$ cat config.mk
export PLATFORM = sky130hd
export DESIGN_NAME = fp_norm_pipe
export DESIGN_NICKNAME = d
export VERILOG_FILES = /design/src/rtl/fp_norm_pipe.sv
export SDC_FILE = /design/constraint.sdc
export NUM_CORES = 1
export LEC_CHECK = 0
export ABC_AREA = 1
export BUFFER_PORTS_ARGS = -buffer_cell sky130_fd_sc_hd__buf_2
export CORE_MARGIN = 4
export CORE_UTILIZATION = 26
export DETAILED_ROUTE_END_ITERATION = 10
export SLEW_MARGIN = 20
export SYNTH_ARGS = -nofsm -noshare
export SYNTH_HDL_FRONTEND = slang
export SYNTH_SLANG_ARGS = --single-unit
$ cat constraint.sdc
create_clock -name clk_i -period 2.6 [get_ports clk_i]
set_input_delay 0.13 -clock clk_i [delete_from_list [all_inputs] [get_ports clk_i]]
set_output_delay 0.13 -clock clk_i [all_outputs]
set_load 0.02 [all_outputs]
$ cat src/rtl/fp_norm_pipe.sv
// fp_norm_pipe -- two-stage post-add normaliser for the floating-point adder.
//
// Takes the raw sum from the adder core: a carry bit, a hidden bit and the
// fraction, plus the biased exponent. It produces a normalised mantissa and
// exponent for the rounder.
//   Stage 1 (classify): registers the operand and its leading-zero count.
//   Stage 2 (adjust):   applies the carry right shift or the leading-zero left
//                       shift. It also handles zero, overflow and denormals.
//
// Ports
//   clk_i, rst_ni        clock, synchronous active-low reset
//   valid_i / ready_o    input handshake
//   sign_i               sign, passed through
//   exponent_i [EXP_W]   biased exponent of the raw sum
//   mantissa_i [MAN_W+2] raw sum mantissa (MSB = carry, next = hidden)
//   valid_o / ready_i    output handshake
//   sign_o               registered sign
//   exponent_o, mantissa_o   normalised result
//   sticky_o             bit dropped by the carry right shift
//   zero_o, overflow_o, denorm_o   result classification flags
module fp_norm_pipe #(
   parameter int EXP_W = 8,
   parameter int MAN_W = 23
) (
   input  logic               clk_i,
   input  logic               rst_ni,
   input  logic               valid_i,
   output logic               ready_o,
   input  logic               sign_i,
   input  logic [EXP_W-1:0]   exponent_i,
   input  logic [MAN_W+1:0]   mantissa_i,
   output logic               valid_o,
   input  logic               ready_i,
   output logic               sign_o,
   output logic [EXP_W-1:0]   exponent_o,
   output logic [MAN_W+1:0]   mantissa_o,
   output logic               sticky_o,
   output logic               zero_o,
   output logic               overflow_o,
   output logic               denorm_o
);

   localparam int LZ_W = $clog2(MAN_W + 2);
   // Exponent arithmetic width: one bit wider than the exponent, so that
   // exponent+1 and exponent-lz never wrap.
   localparam int CW   = (EXP_W + 1 > LZ_W) ? EXP_W + 1 : LZ_W;
   localparam logic [CW-1:0] EXP_MAX = {{(CW - EXP_W){1'b0}}, {EXP_W{1'b1}}};

   // Leading zeros from the hidden bit down to bit 0; all-zero gives MAN_W+1.
   function automatic logic [LZ_W-1:0] count_lz(input logic [MAN_W:0] m);
      logic [LZ_W-1:0] cnt;
      logic            found;
      cnt   = LZ_W'(MAN_W + 1);
      found = 1'b0;
      for (int i = MAN_W; i >= 0; i--) begin
         if (m[i] && !found) begin
            cnt   = LZ_W'(MAN_W - i);
            found = 1'b1;
         end
      end
      return cnt;
   endfunction

   // ---------------- stage 1 : classify ----------------
   logic               vld_p1_q, vld_p1_d;
   logic               sign_p1_q, sign_p1_d;
   logic [EXP_W-1:0]   exp_p1_q, exp_p1_d;
   logic [MAN_W+1:0]   man_p1_q, man_p1_d;
   logic [LZ_W-1:0]    lz_p1_q, lz_p1_d;

   logic               ready_p2;

   assign ready_p2 = !valid_o || ready_i;
   assign ready_o  = !vld_p1_q || ready_p2;

   always_comb begin
      vld_p1_d  = vld_p1_q;
      sign_p1_d = sign_p1_q;
      exp_p1_d  = exp_p1_q;
      man_p1_d  = man_p1_q;
      lz_p1_d   = lz_p1_q;
      if (ready_o) begin
         vld_p1_d = valid_i;
         if (valid_i) begin
            sign_p1_d = sign_i;
            exp_p1_d  = exponent_i;
            man_p1_d  = mantissa_i;
            lz_p1_d   = count_lz(mantissa_i[MAN_W:0]);
         end
      end
   end

   always_ff @(posedge clk_i) begin
      if (!rst_ni) begin
         vld_p1_q  <= 1'b0;
         sign_p1_q <= 1'b0;
         exp_p1_q  <= '0;
         man_p1_q  <= '0;
         lz_p1_q   <= '0;
      end else begin
         vld_p1_q  <= vld_p1_d;
         sign_p1_q <= sign_p1_d;
         exp_p1_q  <= exp_p1_d;
         man_p1_q  <= man_p1_d;
         lz_p1_q   <= lz_p1_d;
      end
   end

   // ---------------- stage 2 : adjust ----------------
   logic [CW-1:0]      exp_ext, lz_ext, shift_amt;
   logic [EXP_W-1:0]   n_exp;
   logic [MAN_W+1:0]   n_man;
   logic               n_sticky, n_zero, n_ovf, n_den;

   always_comb begin
      exp_ext   = CW'(exp_p1_q);
      lz_ext    = CW'(lz_p1_q);
      shift_amt = '0;
      n_exp     = '0;
      n_man     = '0;
      n_sticky  = 1'b0;
      n_zero    = 1'b0;
      n_ovf     = 1'b0;
      n_den     = 1'b0;
      if (man_p1_q == '0) begin
         n_zero = 1'b1;
      end else if (man_p1_q[MAN_W+1]) begin
         // The >= also catches an input exponent that is already all-ones.
         if (exp_ext + CW'(1) >= EXP_MAX) begin
            n_ovf = 1'b1;
            n_exp = '1;
         end else begin
            n_man    = man_p1_q >> 1;
            n_sticky = man_p1_q[0];
            n_exp    = EXP_W'(exp_ext + CW'(1));
         end
      end else if (man_p1_q[MAN_W]) begin
         n_man = man_p1_q;
         n_exp = exp_p1_q;
      end else if (lz_ext < exp_ext) begin
         n_man = man_p1_q << lz_p1_q;
         n_exp = EXP_W'(exp_ext - lz_ext);
      end else begin
         // Not enough exponent headroom: shift as far as the exponent allows
         // and emit a denormal.
         shift_amt = (exp_ext == '0) ? '0 : exp_ext - CW'(1);
         n_man     = man_p1_q << shift_amt;
         n_den     = 1'b1;
      end
   end

   logic               vld_p2_q, vld_p2_d;
   logic               sign_p2_q, sign_p2_d;
   logic [EXP_W-1:0]   exp_p2_q, exp_p2_d;
   logic [MAN_W+1:0]   man_p2_q, man_p2_d;
   logic               sticky_p2_q, sticky_p2_d;
   logic               zero_p2_q, zero_p2_d;
   logic               ovf_p2_q, ovf_p2_d;
   logic               den_p2_q, den_p2_d;

   always_comb begin
      vld_p2_d    = vld_p2_q;
      sign_p2_d   = sign_p2_q;
      exp_p2_d    = exp_p2_q;
      man_p2_d    = man_p2_q;
      sticky_p2_d = sticky_p2_q;
      zero_p2_d   = zero_p2_q;
      ovf_p2_d    = ovf_p2_q;
      den_p2_d    = den_p2_q;
      if (ready_p2) begin
         vld_p2_d = vld_p1_q;
         if (vld_p1_q) begin
            sign_p2_d   = sign_p1_q;
            exp_p2_d    = n_exp;
            man_p2_d    = n_man;
            sticky_p2_d = n_sticky;
            zero_p2_d   = n_zero;
            ovf_p2_d    = n_ovf;
            den_p2_d    = n_den;
         end
      end
   end

   always_ff @(posedge clk_i) begin
      if (!rst_ni) begin
         vld_p2_q    <= 1'b0;
         sign_p2_q   <= 1'b0;
         exp_p2_q    <= '0;
         man_p2_q    <= '0;
         sticky_p2_q <= 1'b0;
         zero_p2_q   <= 1'b0;
         ovf_p2_q    <= 1'b0;
         den_p2_q    <= 1'b0;
      end else begin
         vld_p2_q    <= vld_p2_d;
         sign_p2_q   <= sign_p2_d;
         exp_p2_q    <= exp_p2_d;
         man_p2_q    <= man_p2_d;
         sticky_p2_q <= sticky_p2_d;
         zero_p2_q   <= zero_p2_d;
         ovf_p2_q    <= ovf_p2_d;
         den_p2_q    <= den_p2_d;
      end
   end

   assign valid_o    = vld_p2_q;
   assign sign_o     = sign_p2_q;
   assign exponent_o = exp_p2_q;
   assign mantissa_o = man_p2_q;
   assign sticky_o   = sticky_p2_q;
   assign zero_o     = zero_p2_q;
   assign overflow_o = ovf_p2_q;
   assign denorm_o   = den_p2_q;

endmodule

# After elaboration in Yosys (flattened, before gate mapping)

Index checks and enable logic that the tools add are counted.

Flip-flop bits (word level): 79
Input bits: 38
Word-level logic and storage cells: 189

Add/subtract/negate cells: 3
$lt $le $gt $ge: 2
Shift-type cells: 2
Muxes and demuxes: 115
Reductions and logical operators: 54

Operators by type and width:

| cell                | count |
|---|---|
| $mux 5              | 24 |
| $mux 25             | 4 |
| $mux 1              | 80 |
| $mux 8              | 5 |
| $logic_not 1->1     | 25 |
| $logic_not 25->1    | 1 |
| $shl 25x5->25       | 1 |
| $shl 25x9->25       | 1 |
| $mux 24             | 1 |
| $logic_and 1x1->1   | 23 |
| $add 8x1->9 const B | 1 |
| $ge 9x8->1 const B  | 1 |
| $mux 9              | 1 |
| $sub 8x1->9 const B | 1 |
| $logic_not 8->1     | 1 |
| $lt 5x8->1          | 1 |
| $sub 8x5->8         | 1 |
| $reduce_and 2->1    | 2 |
| $logic_or 1x1->1    | 2 |

# Depth between registers and ports, before layout

Depth after elaboration: 117
Depth in mapped cells: 24
Mapped depth without buffers: 23

# Worst setup path before layout

No wires, ideal clock.

Path kind: reg2reg
Start point: register exp_p1_q[0]
End point: register man_p2_q[17] (netlist: mantissa_o[17])
Data arrival time: 2.561 ns
Path slack: -0.028 ns
Cell stages (with the launch flop): 22
Buffers on the path: 2
Period minus slack after synthesis: 2.628 ns
Cells stage by stage: dfxtp_1 > inv_1 > ha_1 > inv_1 > fa_1 > nand3_1 > nand2_1 > nand2_1 > nand2_2 > nand2_4 > buf_12 > o21ai_2 > o21ai_4 > inv_2 > buf_4 > nor2_4 > nand2_1 > a21oi_1 > nand3_1 > nand2_1 > nand2_1 > a21oi_2

Word-level cells in the longest chain between the ends: 7
Elaborated cells between the ends (all ways): 12
Those cells by class: add/sub (2); order compare (2); shift (1); mux (6); reduce/logical (1)

RTL lines:

| item                                           | RTL line | source |
|---|---|---|
| start, declared                                | 67       | `logic [EXP_W-1:0] exp_p1_q, exp_p1_d;` |
| start signal, assigned                         | 103      | `exp_p1_q <= exp_p1_d;` |
| $sub 8x1->9 or $logic_not 8->1 (tied branches) | 146      | `shift_amt = (exp_ext == '0) ? '0 : exp_ext - CW'(1);` |
| $mux 9                                         | 146      |  |
| $shl 25x9->25                                  | 147      | `n_man = man_p1_q << shift_amt;` |
| $mux 25                                        | 140      | `end else if (lz_ext < exp_ext) begin` |
| $mux 25                                        | 137      | `end else if (man_p1_q[MAN_W]) begin` |
| $mux 25 *                                      | 127      | `end else if (man_p1_q[MAN_W+1]) begin` |
| $mux 25 *                                      | 125      | `if (man_p1_q == '0) begin` |
| end signal, assigned                           | 198      | `man_p2_q <= man_p2_d;` |
| end, declared                                  | 155      | `logic [MAN_W+1:0] man_p2_q, man_p2_d;` |

Every way passes the cells marked *; elsewhere a longest branch is shown, timed or not.
A chain may end at the register's enable or synchronous reset.

# Worst setup path after layout

Start point: register exp_p1_q[0]
End point: register man_p2_q[13] (netlist: mantissa_o[13])

Same word-level chain as after synthesis.

==> summary.md <==
| Metric | Value |
|---|---|
| Switching part of the total | `42.9%` |
| Overall Global Routing Usage | `17.7%` |
| Synthesized flop and latch total | `79` |
| Area after DPL | `6860 um^2` |
| H-tree levels | `3` |
| CP Buf/Inv Count | `5` |
| Final setup viols | `25` |
| Router iterations before antenna repair | `6` |
| Die W | `157 um` |
| Post-Syn Area | `5750 um^2` |
| Clock transition at path regs | `0.07 ns` |
| Pwr Density | `672 nW/um^2` |
| Initial DRC Count | `641` |
| Peak supply drop | `407 uV` |
| Worst-path fanout max | `6` |
| Slowest CP cell | `fa_2` |
| Critical path's largest stage delay | `0.34 ns` |
| Critical R2R Capture | `mantissa_o[13]` |
| Worst skew pair latency | `0.36 ns` |
| CP startpoint | `exp_p1_q[0]` |
| CTS tree | `done` |
| Die Height | `157 um` |
| Pin count of the biggest net entering global routing | `51` |
| CP Capture Type | `flop` |
| Logic pwr share | `52.6%` |
| Final worst-path cycle share | `107%` |
| Area grow syn2layout | `42.0%` |
| Clock skew | `0.00970 ns` |
| Worst Reg-to-Reg Cells | `20` |
| FF-to-FF setup slack | `-0.19 ns` |
| Initial Utilization | `26.4%` |
| Hpwl dp | `16700 um` |
| First-pass GRT wire length | `34600 um` |
| Hold Fails Final Rpt | `0` |
| Clk sinks | `79` |
| Cell Rows | `54` |
| CP endpoint | `mantissa_o[13]` |
| Vias/cell | `5.15` |
| Ports | `78` |
| Final setup margin | `-0.189 ns` |
| Detailed-route via count | `6936` |
| Maxcap violations | `0` |
| Share of cells above drive strength 1 | `33.1%` |
| Vias in the first global route | `6363` |
| Worst Max-Slew Pin Slew | `0.869 ns` |
| Max frequency | `0.359 GHz` |
| Syn avg cell area | `6.27 um^2` |
| Minimum clock period | `2.79 ns` |
| Pleak | `3.62 nW` |
| Total grt overflow | `0` |
| Crit path kind | `reg2reg` |
| RSZ-0062 raised after global routing | `true` |
| Port Buffers | `77` |
| Root buffer cell | `clkbuf_16` |
| Worst EP required | `2.84 ns` |
| Yosys warns | `0` |
| Slew margin rel. | `42.0%` |
| Clk buf depth | `2` |
| Net switching power | `2.35 mW` |
| WL per Instance | `16.8 um` |
| Final non-filler cell area | `8170 um^2` |
| Post-layout util | `37.5%` |
| Routed WL | `22700 um` |
| Remaining antenna violation count | `0` |
| Initial antenna violation count | `0` |
| Synth unique cells | `45` |
| Routability cong. | `0.970` |
| Die ar. | `24600 um^2` |
| # DRC | `0` |
| DP Cell Count | `1302` |
| Synth Instances | `917` |
| CP top delay family | `simple AND/OR/NAND/NOR gates` |
| Status | `finished, violations left` |
| Max-slew violation count | `0` |
| Sequential share of the synthesized area | `27.5%` |
| Pre-CTS WS | `-0.203 ns` |
| Failing checks | `setup timing` |
| Non-filler cells, final | `1347` |
| Nets@finish | `1110` |
| # diodes | `0` |
| Clock network fraction of total power | `22.2%` |
| Fill cell count | `2339` |
| # hold bufs at CTS | `0` |
| Core area | `21800 um^2` |
| Internal power | `3.13 mW` |
| Critical Path, Cell by Cell | `inv_2, ha_4, inv_4, fa_2, nand3_2, nand2_2, nand2_2, nand2_2, nand2_4, buf_12, o21ai_4, o21ai_4, buf_12, clkinvlp_4, nand4_1, nand2_1, o211ai_1, nand2_1, nand2_1, a21oi_1` |
| Hold WC Path Type | `in2reg` |
| FF-to-FF Start | `exp_p1_q[0]` |
| Levels on crit path | `20` |
| Critical Path AT | `3.03 ns` |
| Power share of the sequential group | `25.2%` |
| Post-synthesis net count | `965` |
| Startpoint class of the critical path | `flop` |
| CTS buffer count | `9` |
## power by group through the flow
stage	combinational, mW	clock [mW]	sequential, mW
after floorplan	1.37	0	1.44
after global placement	2.14	0	1.41
after detailed placement	2.14	0	1.41
after CTS	2.45	1.25	1.38
after global routing	3.09	1.29	1.39
final	2.88	1.22	1.38
## worst min-delay path by stage
stage / from / end / slack (ns) / cells after the start
after floorplan: mantissa_i[21] / man_p1_q[21] / 0.28 / 2
after global placement: sign_i / sign_p1_q / 0.39 / 3
after detailed placement: sign_i / sign_p1_q / 0.40 / 3
after CTS: sign_i / sign_p1_q / 0.03 / 3
after global routing: mantissa_i[21] / man_p1_q[21] / 0.06 / 3
final: sign_i / sign_p1_q / 0.03 / 3
## worst min-delay path, cell delays in order
cell	delay, ns
buf_2	0.07
o21ai_0	0.07
nor2_1	0.08
## cell usage after synthesis (all sizes together)
cell type | number | area share, %
a21oi | 115 | 10
a221o | 2 | 0.35
a31oi | 1 | 0.11
and2 | 2 | 0.22
and3 | 1 | 0.11
buf | 21 | 3.1
clkbuf | 31 | 2.0
clkinv | 1 | 0.065
dfxtp | 79 | 28
fa | 1 | 0.35
ha | 9 | 2.0
inv | 71 | 4.7
nand2 | 226 | 16
nand3 | 143 | 13
nand3b | 1 | 0.13
nand4 | 18 | 2.1
nor2 | 77 | 5.7
nor3 | 7 | 0.81
nor4 | 7 | 0.76
o2111ai | 2 | 0.30
o211ai | 15 | 2.0
o21ai | 71 | 6.8
o221ai | 3 | 0.46
o22ai | 2 | 0.44
o311ai | 2 | 0.30
o31ai | 1 | 0.13
xnor2 | 2 | 0.30
xor2 | 6 | 0.91
## final cells by class
| type | count | area (um^2) | area share [%] |
|---|---|---|---|
| Multi-Input combinational cell | 714 | 4180 | 51.2 |
| Sequential cell | 79 | 1590 | 19.4 |
| Timing Repair Buffer | 185 | 1450 | 17.8 |
| Tap cell | 280 | 350 | 4.29 |
| Inverter | 72 | 308 | 3.77 |
| Clock buffer | 9 | 225 | 2.76 |
| Clock inverter | 7 | 57.6 | 0.705 |
| Timing Repair inverter | 1 | 7.51 | 0.0919 |
## cells in the final DEF (no fill, tap or decap), drive strengths merged, types with 7 or more instances in the layout
| cell type | count |
|---|---|
| buf | 182 |
| nand2 | 226 |
| dfxtp | 79 |
| ha | 9 |
| nand3 | 143 |
| o21ai | 71 |
| a21oi | 115 |
| nor2 | 77 |
| o211ai | 15 |
| nand4 | 18 |
| inv | 71 |
| nor4 | 7 |
| clkbuf | 12 |
| nor3 | 7 |
## metrics by stage
step | hold slack, ns | power [mW] | TNS (ns)
floorplan | 0.278 | 2.81 | 0
global placement | 0.389 | 3.55 | -2.91
detailed placement | 0.403 | 3.55 | -3.75
CTS | 0.0300 | 5.08 | -0.870
global route | 0.0584 | 5.78 | -4.99
finish | 0.0315 | 5.49 | -2.06
## logic make-up after synthesis
family                   after synthesis  share of synthesized area, %
flip-flops                            79                          27.5
adder cells (fa/ha/maj)               10                          2.31
XOR/XNOR                               8                          1.22
AND/OR/NAND/NOR                      482                          38.1
AO/OA/AOI/OAI                        214                          20.9
buffers and inverters                124                          9.95
## routing by layer
| layer | share of wire (%) | up-vias | global-route usage [%] |
|---|---|---|---|
| li1 | - | 3414 | - |
| met1 | 46 | 3212 | 24.9 |
| met2 | 45 | 266 | 27.6 |
| met3 | 6.7 | 44 | 2.68 |
| met4 | 2.7 | 0 | 6.24 |
| met5 | 0 | - | 0 |
## state kept, by name, summed over array words and instances, names as in the netlist
signal and cells:
man_p1_q 25, mantissa_o 25, exp_p1_q 8, exponent_o 8, lz_p1_q 5, denorm_o 1
overflow_o 1, sign_o 1, sign_p1_q 1, sticky_o 1, valid_o 1, vld_p1_q 1
zero_o 1
## repair_timing
item                                    in CTS  in global routing
endpoints found under the setup margin      25                 29
gates resized for setup                     85                 85
gates cloned                                 1                  4
hold endpoints to repair                     0                  0
pin swaps                                   42                 37
setup buffers                               11                 13
(Power assumes the default switching activity.)
